`src/rtl/cci_mpf_prim_ram_rd_buffered.sv`:
```
// Read front end for a fixed-latency RAM read port: tracks in-flight reads and
// buffers responses, issuing credits so the response buffer can never overflow.
module cci_mpf_prim_ram_rd_buffered #(
  parameter int unsigned N_ENTRIES           = 32,
  parameter int unsigned N_DATA_BITS         = 64,
  parameter int unsigned N_OUTPUT_REG_STAGES = 0,
  parameter int unsigned N_TAG_BITS          = 8,
  parameter int unsigned N_RSP_BUF_ENTRIES   = 4
) (
  input  logic                         clk0,
  input  logic                         reset,
  input  logic                         ram_rdy,
  input  logic                         req_valid,
  input  logic [$clog2(N_ENTRIES)-1:0] req_addr,
  input  logic [N_TAG_BITS-1:0]        req_tag,
  output logic                         req_ready,
  output logic [$clog2(N_ENTRIES)-1:0] ram_addr,
  input  logic [N_DATA_BITS-1:0]       ram_rdata,
  output logic                         rsp_valid,
  output logic [N_DATA_BITS-1:0]       rsp_data,
  output logic [N_TAG_BITS-1:0]        rsp_tag,
  input  logic                         rsp_ready
);

  localparam int unsigned LAT   = 1 + N_OUTPUT_REG_STAGES;
  localparam int unsigned PTR_W = (N_RSP_BUF_ENTRIES > 1) ? $clog2(N_RSP_BUF_ENTRIES) : 1;
  localparam int unsigned CNT_W = $clog2(N_RSP_BUF_ENTRIES + 1);

  typedef struct packed {
    logic [N_DATA_BITS-1:0] data;
    logic [N_TAG_BITS-1:0]  tag;
  } rsp_t;

  logic [LAT-1:0]        pipe_v_q,   pipe_v_d;
  logic [N_TAG_BITS-1:0] pipe_tag_q [LAT];
  logic [N_TAG_BITS-1:0] pipe_tag_d [LAT];
  rsp_t                  buf_q      [N_RSP_BUF_ENTRIES];
  rsp_t                  buf_d      [N_RSP_BUF_ENTRIES];
  logic [PTR_W-1:0]      wr_ptr_q,   wr_ptr_d;
  logic [PTR_W-1:0]      rd_ptr_q,   rd_ptr_d;
  logic [CNT_W-1:0]      fill_q,     fill_d;
  logic [CNT_W-1:0]      credit_q,   credit_d;
  logic                  live_q,     live_d;
  logic                  accept_c,   pop_c,   push_c;

  // Handshakes; credits cover in-flight reads plus buffered entries.
  always_comb begin
    req_ready = ram_rdy && !reset && live_q && (credit_q < CNT_W'(N_RSP_BUF_ENTRIES));
    rsp_valid = !reset && (fill_q != '0);
    rsp_data  = buf_q[rd_ptr_q].data;
    rsp_tag   = buf_q[rd_ptr_q].tag;
    ram_addr  = req_addr;
    accept_c  = req_valid && req_ready;
    pop_c     = rsp_valid && rsp_ready;
    push_c    = pipe_v_q[LAT-1];
  end

  // Next state: latency pipeline, response buffer and occupancy counters.
  always_comb begin
    pipe_v_d      = '0;
    pipe_tag_d    = pipe_tag_q;
    buf_d         = buf_q;
    wr_ptr_d      = wr_ptr_q;
    rd_ptr_d      = rd_ptr_q;
    live_d        = 1'b1;

    pipe_v_d[0]   = accept_c;
    pipe_tag_d[0] = req_tag;
    for (int unsigned k = 1; k < LAT; k++) begin
      pipe_v_d[k]   = pipe_v_q[k-1];
      pipe_tag_d[k] = pipe_tag_q[k-1];
    end

    if (push_c) begin
      buf_d[wr_ptr_q].data = ram_rdata;
      buf_d[wr_ptr_q].tag  = pipe_tag_q[LAT-1];
      wr_ptr_d = (wr_ptr_q == PTR_W'(N_RSP_BUF_ENTRIES - 1)) ? '0 : wr_ptr_q + PTR_W'(1);
    end
    if (pop_c) begin
      rd_ptr_d = (rd_ptr_q == PTR_W'(N_RSP_BUF_ENTRIES - 1)) ? '0 : rd_ptr_q + PTR_W'(1);
    end

    fill_d   = fill_q + CNT_W'(push_c) - CNT_W'(pop_c);
    credit_d = credit_q + CNT_W'(accept_c) - CNT_W'(pop_c);
  end

  // Control state; reset drops anything still in flight.
  always_ff @(posedge clk0) begin
    if (reset) begin
      pipe_v_q <= '0;
      wr_ptr_q <= '0;
      rd_ptr_q <= '0;
      fill_q   <= '0;
      credit_q <= '0;
      live_q   <= 1'b0;
    end else begin
      pipe_v_q <= pipe_v_d;
      wr_ptr_q <= wr_ptr_d;
      rd_ptr_q <= rd_ptr_d;
      fill_q   <= fill_d;
      credit_q <= credit_d;
      live_q   <= live_d;
    end
  end

  // Payload storage is only meaningful behind its valid bits.
  always_ff @(posedge clk0) begin
    pipe_tag_q <= pipe_tag_d;
    buf_q      <= buf_d;
  end

endmodule

```
`config.mk`:
```
export PLATFORM = sky130hd
export DESIGN_NAME = cci_mpf_prim_ram_rd_buffered
export DESIGN_NICKNAME = d
export VERILOG_FILES = /design/src/rtl/cci_mpf_prim_ram_rd_buffered.sv
export SDC_FILE = /design/constraint.sdc
export NUM_CORES = 1
export LEC_CHECK = 0
export ABC_AREA = 0
export ABC_CLOCK_PERIOD_IN_PS = 3000
export CAP_MARGIN = 10
export CELL_PAD_IN_SITES_DETAIL_PLACEMENT = 0
export CELL_PAD_IN_SITES_GLOBAL_PLACEMENT = 2
export CORE_UTILIZATION = 38
export DETAILED_ROUTE_END_ITERATION = 7
export PLACE_DENSITY_LB_ADDON = 0.1
export SYNTH_ARGS = -nofsm -noshare
export SYNTH_HDL_FRONTEND = slang
export SYNTH_SLANG_ARGS = --single-unit
```
`constraint.sdc`:
```
create_clock -name clk0 -period 3 [get_ports clk0]
set_clock_uncertainty 0.1 [all_clocks]
set_input_delay 0.3 -clock clk0 [delete_from_list [all_inputs] [get_ports clk0]]
set_output_delay 0.3 -clock clk0 [all_outputs]
set_load 0.02 [all_outputs]
```
==> results.json, run 1 <==
{
  "cts_max_path_buffers": 3,
  "crit_path_end_kind": "output pin",
  "worst-slew-pin-transition_ps": 647,
  "placement_rows": 63,
  "finalNetCount": 758,
  "synthesis.nets": 578,
  "max_cap_violations": 0,
  "max_clock_freq_ghz": 0.365,
  "timing.hold.worst.class": "in2reg",
  "grt_max_degree": 40,
  "power_density_nw_per_um2": 730,
  "initial_antenna_violation_count": 0,
  "cts_tree": "yes",
  "final_layout_size_suffix_gt1_frac": 0.212,
  "report.final.setup_viol": 0,
  "routed_wl_mm": 22.1,
  "cts_hold_buffers": 0,
  "die-height_um": 175,
  "floorplan.die_area_um2": 30800,
  "route.detailed.drc": 0,
  "initial_core_util": 0.386,
  "run_status": "finished clean",
  "track_usage": 0.148,
  "worst_r2r_endpoint": "fill_q[2]$_SDFF_PP0_",
  "fp.coreArea_um2": 29600,
  "routabilityCongestion": 0.686,
  "mean_routed_wirelength_per_cell_um": 20.5,
  "cp_slowest_stage_delay_ps": 570,
  "synth.ff_latch_count": 308,
  "hold_path_end": "pipe_tag_q[7]$_DFF_P_",
  "crit_path_start": "rd_ptr_q[0]$_SDFFE_PP0P_",
  "synth_area_per_inst_um2": 23.6,
  "finalCritPeriodShare": 0.913,
  "synthesis.area_um2": 11400,
  "path_buf_inv": 2,
  "min-delay-start": "req_tag[7]",
  "crit_chain": "buf_12, mux4_2, clkdlybuf4s50_1",
  "first_global_vias": 5820,
  "i_o_pin_count": 161,
  "detailroute.via_count": 5259,
  "port-buffer-count": 150,
  "timing.reg2reg.setup_slack_ps": 650,
  "grt_overflow_total": 0,
  "detailed_placer_s_ending_hpwl_mm": 13.1,
  "clk_root_buffer_cell": "clkbuf_16",
  "clock_latency_ps": 500,
  "h-tree-depth": 2,
  "drt-initial-drc-count": 307,
  "critical_path_class": "reg2out",
  "synth_cell_type_count": 20,
  "cell_family_contributing_the_most_delay_on_the_critical_path": "buffers and inverters",
  "timing.critical_path.depth": 3,
  "cp_max_fo": 27,
  "fin_tns_setup_ps": 0,
  "vdd_drop_max_mv": 0.358,
  "synthesis.instances": 485,
  "first_pass_detailed_route_iteration_total": 4,
  "worst_setup_path_start_kind": "flip-flop",
  "final.min_clock_period_ps": 2740,
  "power.static_leakage_nw": 4.63,
  "fp.dieW_um": 175,
  "ant_nets": 0,
  "max_slew_headroom_at_the_worst_pin": 0.569,
  "critical_path.slowest_cell": "mux4_2",
  "reg2reg_from": "fill_q[1]$_SDFF_PP0_",
  "yosysSeqAreaShare": 0.792,
  "worstPathArrival_ps": 2340,
  "final-max-slew-violation-count": 0,
  "cp_data_required_time_ps": 2600,
  "hold_viol": 0,
  "clk_pin_slew_ps": 60,
  "cts_buffers": 34,
  "r2r_cells": 10,
  "cts.sinks": 308,
  "synth_warnings": 0,
  "worstHoldPathCells": 1,
  "area_delta_synth_final_pct": 27.8,
  "finalHoldWorstSlack_ps": 136,
  "routed_via_density": 4.87,
  "grt_pass1_wl_mm": 33.9,
  "rsz0062_at_grt": "no",
  "layout.filler_cells": 2496
}
-- through the flow --
step	power, W	std cells	instance area (um^2)	util	worst slack (ps)
global route	0.0111	1079	14600	0.493	129
finish	0.0107	1080	14600	0.493	261
global placement	0.00684	1017	13500	0.456	233
detailed placement	0.00686	1017	13500	0.456	128
floorplan	0.00608	485	11400	-	107
CTS	0.0108	1079	14600	0.493	183
-- timing repair --
item,in CTS,in global routing
buffers inserted,2,0
endpoints found under the setup margin,12,0
resized for setup,1,0
-- cell usage in the layout (no fill, tap or decap), drive strengths merged, types with 2 or more instances in the layout --
cell type      synthesis  routed
xnor2                  2       2
nor3                   2       2
clkdlybuf4s50          0     150
clkbuf                 1      44
clkinv                 0      13
inv                   10      10
nor2                   8       8
nor2b                  5       5
mux4                  72      72
mux2                   2       2
and2                  38      38
dfxtp                 20      20
edfxtp               288     288
fa                     2       2
mux2i                  2       2
buf                   21      16
clkinvlp               0       2
ha                     9       9
-- registers in the layout (all words and copies together) (netlist names) --
name / flops
credit_q: 3
fill_q: 3
buf_q: 288
live_q: 1
pipe_tag_q: 8
rd_ptr_q: 2
wr_ptr_q: 2
pipe_v_q: 1
-- cell type report --
cell class	instances	area, um^2	area share
tap	390	488	0.0334
inverter	10	37.5	0.00257
clock buffer	44	962	0.0659
antenna	1	2.50	0.000171
timing repair buffer	166	1780	0.122
clock inverter	16	103	0.00702
multi-input combinational	145	2190	0.150
sequential	308	9060	0.620
-- kinds of logic after synthesis --
kind of cell	Yosys count	share of synthesized area
multiplexers	76	0.146
XOR/XNOR	3	0.00230
adder cells (fa/ha/maj)	11	0.0134
flip-flops	308	0.792
AND/OR/NAND/NOR	55	0.0292
buffers and inverters	32	0.0180
-- power breakdown --
| group | total (W) | leakage, nW | internal (W) | switching, W |
|---|---|---|---|---|
| combinational | 0.00192 | 1.37 | 0.00104 | 0.000886 |
| sequential | 0.00482 | 2.75 | 0.00477 | 0.0000523 |
| clock | 0.00392 | 0.521 | 0.00234 | 0.00158 |
| total | 0.0107 | 4.63 | 0.00815 | 0.00252 |
-- metal layers --
layer / vias up / GRT usage / wire length (um)
met2: 134 / 0.252 / 11300
met4: 0 / 0.0442 / 404
met3: 33 / 0.0364 / 1210
met1: 2739 / 0.188 / 9210
met5: - / 0 / 0
li1: 2353 / - / -
-- cells in the mapped netlist --
library cell | count | share of area
edfxtp_1 | 288 | 0.76
mux4_2 | 72 | 0.14
and2_1 | 38 | 0.021
dfxtp_1 | 20 | 0.035
inv_1 | 10 | 0.0033
ha_1 | 9 | 0.0099
buf_2 | 8 | 0.0035
nor2_1 | 8 | 0.0026
buf_6 | 7 | 0.0069
buf_4 | 6 | 0.0039
nor2b_1 | 5 | 0.0027
fa_1 | 2 | 0.0035
mux2_2 | 2 | 0.0020
mux2i_1 | 2 | 0.0018
nor3_1 | 2 | 0.00088
xnor2_1 | 2 | 0.0015
and4bb_2 | 1 | 0.0011
clkbuf_1 | 1 | 0.00033
nor3b_2 | 1 | 0.0011
xor2_1 | 1 | 0.00077
-- how the worst max path moves through the flow --
stage                             endpoint  slack (ps)
floorplan               buf_q[0]$_DFFE_PP_         110
global placement    credit_q[2]$_SDFF_PP0_         230
detailed placement  credit_q[2]$_SDFF_PP0_         130
CTS                             rsp_tag[0]         180
global route                    rsp_tag[3]         130
finish                          rsp_tag[0]         260
Note: power is estimated with default switching activity, not from simulation.
==> inputs of run 2 (changes only) <==
- ABC_AREA: 0 -> 1
- CORE_UTILIZATION: 38 -> 34
==> run 2 against run 1 <==
Net effect: combinational power down 14%; largest cell class unchanged; sequential share of layout area down 1.2 points; total power down 2.5%; critical path depth up 2; cell count up 38%.
==> results.json, run 2 <==
{
  "run_status": "finished clean",
  "post_cts_buffers": 0,
  "yosysSeqAreaShare": 0.771,
  "grt_pass1_wl_mm": 41.8,
  "detailed_placer_s_ending_hpwl_mm": 15.5,
  "max_flop_register": "buf_q",
  "cts.sinks": 308,
  "top_layer": "met5",
  "synth.most_common_cell": "edfxtp_1",
  "routabilityCongestion": 0.694,
  "power_density_nw_per_um2": 699,
  "synth-edff-count": 288,
  "synthTopCellsByCount": "edfxtp_1, nor2_1, o21ai_0",
  "switching_share": 0.249,
  "critical_path_class": "reg2out",
  "comb_power_share": 0.159,
  "fp.coreArea_um2": 33800,
  "placement_rows": 67,
  "crit_path_end_kind": "output pin",
  "clk_pin_slew_ps": 50,
  "synth_area_per_inst_um2": 13.7,
  "i_o_pin_count": 161,
  "worst_setup_path_start_kind": "flip-flop",
  "synthesis.nets": 952,
  "h-tree-depth": 2,
  "p_clk_frac": 0.379,
  "mostFrequentLayoutCell": "edfxtp_1",
  "cts_buffers": 35,
  "worst-slew-pin-transition_ps": 483,
  "fp.dieW_um": 188,
  "finalNetCount": 1109,
  "place_ws_ps": 370,
  "postSynth.asyncResetShare": 0,
  "hold_viol": 0,
  "max_slew_headroom_at_the_worst_pin": 0.677,
  "worstPathArrival_ps": 2380,
  "cts_max_path_buffers": 3,
  "die-height_um": 188,
  "place.detailed.instances": 1427,
  "layout_top_registers": "buf_q (288), pipe_tag_q (8)",
  "final_layout_size_suffix_gt1_frac": 0.0760,
  "synth.ff_latch_count": 308,
  "power.static_leakage_nw": 5.28,
  "drt-met1-wl_mm": 12.4,
  "synth_cell_type_count": 22,
  "area_leader_netlist": "edfxtp_1",
  "detailroute.via_count": 7052,
  "post-route-worst-setup-slack_ps": 216,
  "port-buffer-count": 150,
  "track_usage": 0.155,
  "drt-initial-drc-count": 288,
  "grt_max_degree": 55,
  "report.final.setup_viol": 0,
  "cp_data_required_time_ps": 2600,
  "final-max-slew-violation-count": 0,
  "finish.cell_count_without_fillers": 1488,
  "detailroute.wirelength.met3_mm": 1.28,
  "synthesis.area_um2": 11700,
  "clock_latency_ps": 500,
  "first_pass_detailed_route_iteration_total": 4,
  "dominantRegCellSynth": "edfxtp_1",
  "max_clock_freq_ghz": 0.359,
  "first_global_vias": 7141,
  "vdd_drop_max_mv": 0.326,
  "layout.filler_cells": 3081,
  "power.sequential.fraction": 0.463,
  "routed_via_density": 4.74,
  "p_int_w": 0.00782,
  "largest_register_ff_count": 288,
  "routed_wl_mm": 27.1,
  "netlist.area_leader.share": 0.737,
  "ant_nets": 0,
  "route.detailed.drc": 0,
  "timing.hold.worst.class": "in2reg",
  "rsz0062_at_grt": "no",
  "area_delta_synth_final_pct": 26.8,
  "floorplan.die_area_um2": 35300,
  "initial_antenna_violation_count": 2,
  "netlist_top_cells_area": "edfxtp_1, o21ai_0, nor2_1",
  "dr_wl_met2_mm": 12.9,
  "finalCritPeriodShare": 0.928,
  "synth_warnings": 0,
  "cp_max_fo": 43,
  "final.min_clock_period_ps": 2780,
  "synthesis.instances": 859,
  "mean_routed_wirelength_per_cell_um": 18.2,
  "cts_tree": "yes",
  "fin_tns_setup_ps": 0,
  "max_cap_violations": 0,
  "initial_core_util": 0.347,
  "grt_overflow_total": 0,
  "clk_root_buffer_cell": "clkbuf_16",
  "p_sw_w": 0.00259,
  "antenna_cells": 0,
  "layout_common_cells": "edfxtp_1, nor2_1, clkdlybuf4s50_1"
}
==> run 2: cell types whose count changed after synthesis, sizes merged, moves of 4 or more <==
| cell | previous run | this run |
|---|---|---|
| inv | 10 | 55 |
| nor2 | 8 | 154 |
| mux4 | 72 | 0 |
| and2 | 38 | 1 |
| o22ai | 0 | 72 |
| nand2 | 0 | 45 |
| nor2b | 5 | 0 |
| a21oi | 0 | 4 |
| o21ai | 0 | 146 |
| clkbuf | 1 | 25 |
| buf | 21 | 31 |
==> run 2: power by group through the flow <==
stage	Sequential, W	Clock (W)	Combinational (W)
2_1_floorplan	0.00489	0	0.000927
3_3_place_gp	0.00490	0	0.00169
3_5_place_dp	0.00490	0	0.00168
4_1_cts	0.00481	0.00407	0.00169
5_1_grt	0.00482	0.00420	0.00181
6_report	0.00481	0.00394	0.00165
==> run 2: area by class of cell <==
type / count / area, um^2 / share of cell area
sequential: 308 / 9050 / 0.608
inverter: 56 / 225 / 0.0151
clock buffer: 48 / 977 / 0.0656
clock inverter: 13 / 82.6 / 0.00555
timing repair buffer: 176 / 1840 / 0.124
multi-input combinational: 439 / 2140 / 0.144
tap: 448 / 561 / 0.0377
==> run 2: kinds of logic after synthesis <==
logic type,count (synthesis),share of synthesized area
adders and majority gates,11,0.0130
AOI/OAI and AO/OA,222,0.102
buffers and inverters,112,0.0462
xor gates and xnor gates,2,0.00149
and+or+nand+nor,204,0.0659
DFF,308,0.771
==> run 2: path summary, 6_finish.rpt <==
kind	startpoint	end	slack [ps]	cells past startpoint
max	rd_ptr_q[0]$_SDFFE_PP0P_	rsp_data[3]	220	5
min	req_tag[6]	pipe_tag_q[6]$_DFF_P_	140	1
max reg2reg	fill_q[1]$_SDFF_PP0_	credit_q[2]$_SDFF_PP0_	880	11
min reg2reg	wr_ptr_q[1]$_SDFFE_PP0P_	wr_ptr_q[1]$_SDFFE_PP0P_	450	2
==> run 2: routing by layer <==
layer  GRT usage  vias up
met5           0        -
met4      0.0460        4
met3      0.0331       45
met2       0.252      140
met1       0.207     3441
li1            -     3422
==> run 2: repair_timing <==
action,in CTS,in global routing
endpoints found under the setup margin,0,4
gates resized for setup,0,2
hold buffers,0,0
==> run 2: stage by stage <==
stage | total power (W) | hold WS, ps | cell area (um^2) | utilization
6_report | 0.0104 | 141 | 14900 | 0.441
5_1_grt | 0.0108 | 140 | 14900 | 0.441
4_1_cts | 0.0106 | 120 | 14900 | 0.440
3_5_place_dp | 0.00658 | 434 | 13800 | 0.409
3_3_place_gp | 0.00659 | 438 | 13800 | 0.409
2_1_floorplan | 0.00582 | 228 | 11700 | -
==> run 2: critical path: stages, from the launching register on <==
cell and delay (ps):
dfxtp_4 370, inv_6 320, buf_12 240, nor2_1 60, o22ai_1 220, clkdlybuf4s50_1 650
